$ cat src/rtl/jtag_link_pkg.sv
// Shared constants and types for the USB-JTAG link arbiter.
// Channel framing is compiled in when JTAG_ARB_FRAMING_EN is defined.
package jtag_link_pkg;
  localparam logic [7:0] ESC_BYTE = 8'hFE;
  localparam logic       CH0      = 1'b0;
  localparam logic       CH1      = 1'b1;

  typedef enum logic [2:0] {TX_IDLE, TX_ESC, TX_SEL, TX_DATA, TX_GAP} txState_t;

`ifdef JTAG_ARB_FRAMING_EN
  localparam bit FRAMING_EN = 1'b1;
`else
  localparam bit FRAMING_EN = 1'b0;
`endif

  function automatic int cntWidth(input int t);
    return (t < 2) ? 1 : $clog2(t);
  endfunction
endpackage

$ cat src/rtl/jtag_rx_deframer.sv
// Routes received bytes to a requester channel; decodes FE escapes when
// JTAG_ARB_FRAMING_EN is defined, otherwise everything goes to channel 0.
module jtag_rx_deframer
  import jtag_link_pkg::*;
(
  input  logic       iCLK,
  input  logic       iRST_n,
  input  logic [7:0] iRxD_DATA,
  input  logic       iRxD_Ready,
  output logic [7:0] oRx_DATA,
  output logic [1:0] oRx_Valid,
  output logic       oRx_Err
);
`ifdef JTAG_ARB_FRAMING_EN
  logic escFlag;
  logic rxCh;

  always_ff @(posedge iCLK) begin
    if (iRST_n) begin
      escFlag   <= 1'b0;
      rxCh      <= CH0;
      oRx_DATA  <= 8'h00;
      oRx_Valid <= 2'b00;
      oRx_Err   <= 1'b0;
    end else begin
      oRx_Valid <= 2'b00;
      oRx_Err   <= 1'b0;
      if (iRxD_Ready) begin
        if (escFlag) begin
          // Byte after an escape: channel select, literal FE, or garbage
          escFlag <= 1'b0;
          if (iRxD_DATA == {7'b0, CH0} || iRxD_DATA == {7'b0, CH1}) begin
            rxCh <= iRxD_DATA[0];
          end else if (iRxD_DATA == ESC_BYTE) begin
            oRx_DATA  <= iRxD_DATA;
            oRx_Valid <= {rxCh, ~rxCh};
          end else begin
            oRx_Err <= 1'b1;
          end
        end else if (iRxD_DATA == ESC_BYTE) begin
          escFlag <= 1'b1;
        end else begin
          oRx_DATA  <= iRxD_DATA;
          oRx_Valid <= {rxCh, ~rxCh};
        end
      end
    end
  end
`else
  assign oRx_Err = 1'b0;

  always_ff @(posedge iCLK) begin
    if (iRST_n) begin
      oRx_DATA  <= 8'h00;
      oRx_Valid <= 2'b00;
    end else begin
      oRx_Valid <= {1'b0, iRxD_Ready};
      if (iRxD_Ready) oRx_DATA <= iRxD_DATA;
    end
  end
`endif
endmodule

$ cat src/rtl/jtag_link_arb.sv
// Round-robin arbiter of two byte requesters onto the usb_jtag transmitter,
// with inter-byte gap, stall timeout and (JTAG_ARB_FRAMING_EN) FE framing.
module jtag_link_arb
  import jtag_link_pkg::*;
#(
  parameter int TIMEOUT = 50_000_000
) (
  input  logic       iCLK,
  input  logic       iRST_n,
  input  logic [7:0] iCh0_DATA,
  input  logic [7:0] iCh1_DATA,
  input  logic       iCh0_Valid,
  input  logic       iCh1_Valid,
  output logic       oCh0_Ack,
  output logic       oCh1_Ack,
  output logic [7:0] oTxD_DATA,
  output logic       oTxD_Start,
  input  logic       iTxD_Done,
  input  logic [7:0] iRxD_DATA,
  input  logic       iRxD_Ready,
  output logic [7:0] oRx_DATA,
  output logic [1:0] oRx_Valid,
  output logic       oTimeout,
  output logic       oRx_Err
);
  localparam int            CW      = cntWidth(TIMEOUT);
  localparam logic [CW-1:0] CNT_MAX = CW'(TIMEOUT - 1);

  txState_t      state, stateNx, succ, succNx;
  logic          grantCh, grantNx, rrLast;
  logic [7:0]    dataLat, dataNx;
  logic          lastValid, lastCh;
  logic [CW-1:0] cnt;
  logic [1:0]    ackQ;
  logic          toQ;
  logic          sending, doneEv, toHit, grantEv, sameCh;

  assign sending = (state == TX_ESC) || (state == TX_SEL) || (state == TX_DATA);
  assign doneEv  = sending && iTxD_Done;
  assign toHit   = sending && !iTxD_Done && (cnt == CNT_MAX);
  assign grantEv = (state == TX_IDLE) && (iCh0_Valid || iCh1_Valid);
  assign grantNx = (iCh0_Valid && iCh1_Valid) ? ~rrLast : iCh1_Valid;
  assign dataNx  = grantNx ? iCh1_DATA : iCh0_DATA;
  assign sameCh  = lastValid && (lastCh == grantCh);

  always_ff @(posedge iCLK) begin
    if (iRST_n) begin
      state     <= TX_IDLE;
      succ      <= TX_IDLE;
      grantCh   <= CH0;
      dataLat   <= 8'h00;
      rrLast    <= CH1;
      lastValid <= 1'b0;
      lastCh    <= CH0;
      cnt       <= '0;
      ackQ      <= 2'b00;
      toQ       <= 1'b0;
    end else begin
      state <= stateNx;
      succ  <= succNx;
      if (grantEv) begin
        grantCh <= grantNx;
        dataLat <= dataNx;
        rrLast  <= grantNx;
      end
      cnt  <= (sending && stateNx == state) ? cnt + CW'(1) : '0;
      ackQ <= 2'b00;
      toQ  <= 1'b0;
      if (doneEv && state == TX_DATA) ackQ <= {grantCh, ~grantCh};
      if (doneEv && state == TX_SEL) begin
        lastValid <= 1'b1;
        lastCh    <= grantCh;
      end
      // Abort: forget what the host last saw so the next byte re-selects
      if (toHit) begin
        ackQ      <= {grantCh, ~grantCh};
        toQ       <= 1'b1;
        lastValid <= 1'b0;
      end
    end
  end

  always_comb begin
    stateNx = state;
    succNx  = succ;
    unique case (state)
      TX_IDLE:
        if (grantEv)
          stateNx = (FRAMING_EN && (!(lastValid && lastCh == grantNx) || dataNx == ESC_BYTE))
                    ? TX_ESC : TX_DATA;
      TX_ESC, TX_SEL, TX_DATA: begin
        if (doneEv) begin
          stateNx = TX_GAP;
          if (state == TX_ESC)      succNx = sameCh ? TX_DATA : TX_SEL;
          else if (state == TX_SEL) succNx = (dataLat == ESC_BYTE) ? TX_ESC : TX_DATA;
          else                      succNx = TX_IDLE;
        end else if (toHit) begin
          stateNx = TX_GAP;
          succNx  = TX_IDLE;
        end
      end
      TX_GAP:  stateNx = succ;
      default: stateNx = TX_IDLE;
    endcase
  end

  always_comb begin
    oTxD_Start = sending;
    oTxD_DATA  = 8'h00;
    unique case (state)
      TX_ESC:  oTxD_DATA = ESC_BYTE;
      TX_SEL:  oTxD_DATA = {7'b0, grantCh};
      TX_DATA: oTxD_DATA = dataLat;
      default: oTxD_DATA = 8'h00;
    endcase
  end

  assign oCh0_Ack = ackQ[0];
  assign oCh1_Ack = ackQ[1];
  assign oTimeout = toQ;

  jtag_rx_deframer uRx (
    .iCLK      (iCLK),
    .iRST_n    (iRST_n),
    .iRxD_DATA (iRxD_DATA),
    .iRxD_Ready(iRxD_Ready),
    .oRx_DATA  (oRx_DATA),
    .oRx_Valid (oRx_Valid),
    .oRx_Err   (oRx_Err)
  );
endmodule

$ cat config.mk
export PLATFORM = sky130hd
export DESIGN_NAME = jtag_link_arb
export DESIGN_NICKNAME = d
export VERILOG_FILES = /design/src/rtl/jtag_link_pkg.sv /design/src/rtl/jtag_rx_deframer.sv /design/src/rtl/jtag_link_arb.sv
export SDC_FILE = /design/constraint.sdc
export NUM_CORES = 1
export LEC_CHECK = 0
export CAP_MARGIN = 20
export CORE_MARGIN = 2
export CORE_UTILIZATION = 43
export CTS_CLUSTER_DIAMETER = 30
export CTS_CLUSTER_SIZE = 28
export DETAILED_ROUTE_END_ITERATION = 16
export MAX_ROUTING_LAYER = met4
export PLACE_DENSITY = 0.69
export REMOVE_ABC_BUFFERS = 1
export SYNTH_ARGS = -nofsm -noshare
export SYNTH_HDL_FRONTEND = slang
export SYNTH_HIERARCHICAL = 1
export SYNTH_SLANG_ARGS = --single-unit
$ cat constraint.sdc
create_clock -name iCLK -period 3.7 [get_ports iCLK]
set_input_delay 0.74 -clock iCLK [delete_from_list [all_inputs] [get_ports iCLK]]
set_output_delay 0.74 -clock iCLK [all_outputs]
set_load 0.005 [all_outputs]
==> impl_metrics.tcl <==
set metrics [dict create \
    p_leak_nw 1.071 \
    path_cells "o21ai_0 -> inv_1 -> clkdlybuf4s50_1" \
    synth.distinct_cells 47 \
    die_h_um 81.01 \
    synth-compound-area-share 0.1398 \
    drive_gt1_frac 0.04130 \
    fp.dieW_um 81.01 \
    cp-end-kind "primary output" \
    critical_path_peak_fanout 14 \
    area_delta_synth_final_pct 24.48 \
    power_density_nw_per_um2 400.5 \
    cts.sinks 55 \
    grt_usage 0.1858 \
    timing.final.crit_share 0.7143 \
    antenna_found_initial 0 \
    die-area_um2 6562 \
    r2r_setup_slack_ns 1.14 \
    drv_cap 0 \
    cts.root.buffer_cell "clkbuf_8" \
    holdBufCountCts 0 \
    start_kind "flip-flop" \
    slew_viol_final 0 \
    start_util 0.4385 \
    synth-adder-area-share 0.004907 \
    boundaryPins 53 \
    yosysSeqAreaShare 0.4318 \
    cts_resized 0 \
    min_period_ns 2.643 \
    total_power_mw 1.271 \
    coreArea_um2 5816 \
    std_cell_rows 28 \
    synthXorXnorAreaFrac 0.05152 \
    status "completed" \
    grt_pass1_wl_um 9342 \
    critPathKind "flip-flop to primary output" \
    synth-edff-count 0 \
    n_antenna_cell 0 \
    synth_top_family_by_area "simple AND/OR/NAND/NOR gates" \
    drt-initial-drc-count 128 \
    yosys_most_used_dff "dfxtp_1" \
    ctsLongestPathBuffers 2 \
    final_common_cell "dfxtp_1" \
    worstMarginPinSlew_ns 0.8340 \
    setup_tns_ns 0 \
    wl_um 5488 \
    max_freq_mhz 378.4 \
    drc 0 \
    skew_ns 0.006731 \
    grt_start_max_net_pins 31 \
    cts_htree_levels 2 \
    hold_depth 2 \
    post_cts_buffers 0 \
    drtAntennaViolNets 0 \
    ys_warn_count 6 \
    port_buffers 50 \
    slowest_stage "o21ai_0" \
    peakVddDrop_v 0.0002086 \
    holdCritPathClass "flip-flop to flip-flop" \
    avgViaCountPerCell 5.432 \
    clock_latency_ns 0.30 \
    syn-instance-count 292 \
    overflow 0 \
    max_stage_delay_ns 0.54 \
    wl_per_cell_um 13.26 \
    cts_buffers 5 \
    whs_ns 0.4742 \
    synth-simple-area-share 0.2502 \
    hold_viol_final 0 \
    yosys-mux-area-fraction 0.07066 \
    route.vias.total 2249 \
    required_ns 2.96 \
    dr.pass1.iters 4 \
    nNetsFinal 369 \
    setup_viol 0 \
    synth.avg_cell_area_um2 8.733 \
    cp.arrival_ns 1.90 \
    rsz0062_at_grt "false" \
    r2r_cells 5 \
    fin_cells 414 \
    dp.final_hpwl_um 3915 \
    syn_area_um2 2550 \
    cts.clk_slew.worst_paths_ns 0.09 \
    grt_pass1_vias 2058 \
    synthArstFlopShare 0 \
    slew_headroom 0.4440 \
    place_inst 406 \
    gp_congestion 0.7799 \
    ys_seq_elements 55 \
    cts_tree "yes" \
    final_cell_mix "55 x dfxtp_1, 50 x clkdlybuf4s50_1, 42 x nor2_1" \
]
-- Yosys cell counts (all sizes together), types with 2 or more instances --
cell | count | area share
a211oi | 11 | 0.032
a21oi | 21 | 0.041
and2 | 2 | 0.0049
and3 | 4 | 0.0098
and4 | 4 | 0.014
buf | 8 | 0.020
clkbuf | 6 | 0.0093
dfxtp | 55 | 0.43
inv | 14 | 0.021
mux2i | 18 | 0.071
nand2 | 12 | 0.018
nand3 | 9 | 0.018
nand4 | 11 | 0.033
nor2 | 42 | 0.062
nor2b | 2 | 0.0049
nor3 | 8 | 0.016
nor3b | 2 | 0.0059
nor4 | 4 | 0.0098
o21ai | 9 | 0.018
o31ai | 3 | 0.0088
o41ai | 4 | 0.014
or3 | 5 | 0.012
or4 | 5 | 0.015
or4b | 3 | 0.012
xnor2 | 9 | 0.031
xor2 | 6 | 0.021
-- state kept, by name (all words and copies together), names as in the netlist --
signal	flops
lastValid	1
dataLat	8
rrLast	1
uRx/oRx_Valid	1
ackQ	2
lastCh	1
succ	2
oTimeout	1
cnt	26
state	3
grantCh	1
uRx/oRx_DATA	8
-- final cells by class --
cell class                 instances  area (um^2)
timing repair buffer              52        515.5
clock inverter                     2        12.51
clock buffer                       6        72.57
inverter                          14        52.55
tap                               75        93.84
fill                             581         2641
sequential                        55         1101
multi-input combinational        210         1326
-- critical path, delay by kind of cell (launching register included) --
family / cells / cell delay (ns)
buffers and inverters: 2 / 0.60
flip-flops: 1 / 0.46
AO/OA/AOI/OAI: 1 / 0.54
-- power by group --
part,internal (mW),switching (mW),total [mW]
Combinational,0.144,0.127,0.271
Sequential,0.635,0.0473,0.683
Clock,0.133,0.185,0.317
-- path summary, 6_finish.rpt --
check	endpoint	start
max	oTxD_Start	state[1]$_SDFF_PP0_
min	cnt[25]$_SDFF_PP0_	cnt[25]$_SDFF_PP0_
max reg2reg	cnt[14]$_SDFF_PP0_	cnt[0]$_SDFF_PP0_
min reg2reg	cnt[25]$_SDFF_PP0_	cnt[25]$_SDFF_PP0_
-- cells by family after synthesis --
kind of cell | count (synthesis)
AO/OA/AOI/OAI | 56
XOR/XNOR | 15
adder cells (fa/ha/maj) | 1
buffers and inverters | 28
flip-flops | 55
multiplexers | 18
other | 1
AND/OR/NAND/NOR | 118
-- routing by layer --
| layer | up-vias | routed length [um] | track usage |
|---|---|---|---|
| met5 | - | 0 | - |
| met4 | 0 | 40 | 0.06102 |
| met3 | 2 | 178 | 0.04222 |
| met2 | 40 | 2529 | 0.2901 |
| met1 | 1069 | 2738 | 0.2386 |
| li1 | 1138 | - | - |
-- stage by stage --
| stage | utilization | setup WS [ns] | area (um^2) |
|---|---|---|---|
| 6_report | 0.5458 | 1.057 | 3174 |
| 2_1_floorplan | - | 1.515 | 2480 |
| 5_1_grt | 0.5458 | 0.8633 | 3174 |
| 3_5_place_dp | 0.5312 | 1.127 | 3089 |
| 4_1_cts | 0.5458 | 1.053 | 3174 |
| 3_3_place_gp | 0.5312 | 1.155 | 3089 |
No activity file was read; power rests on OpenSTA's default activity.
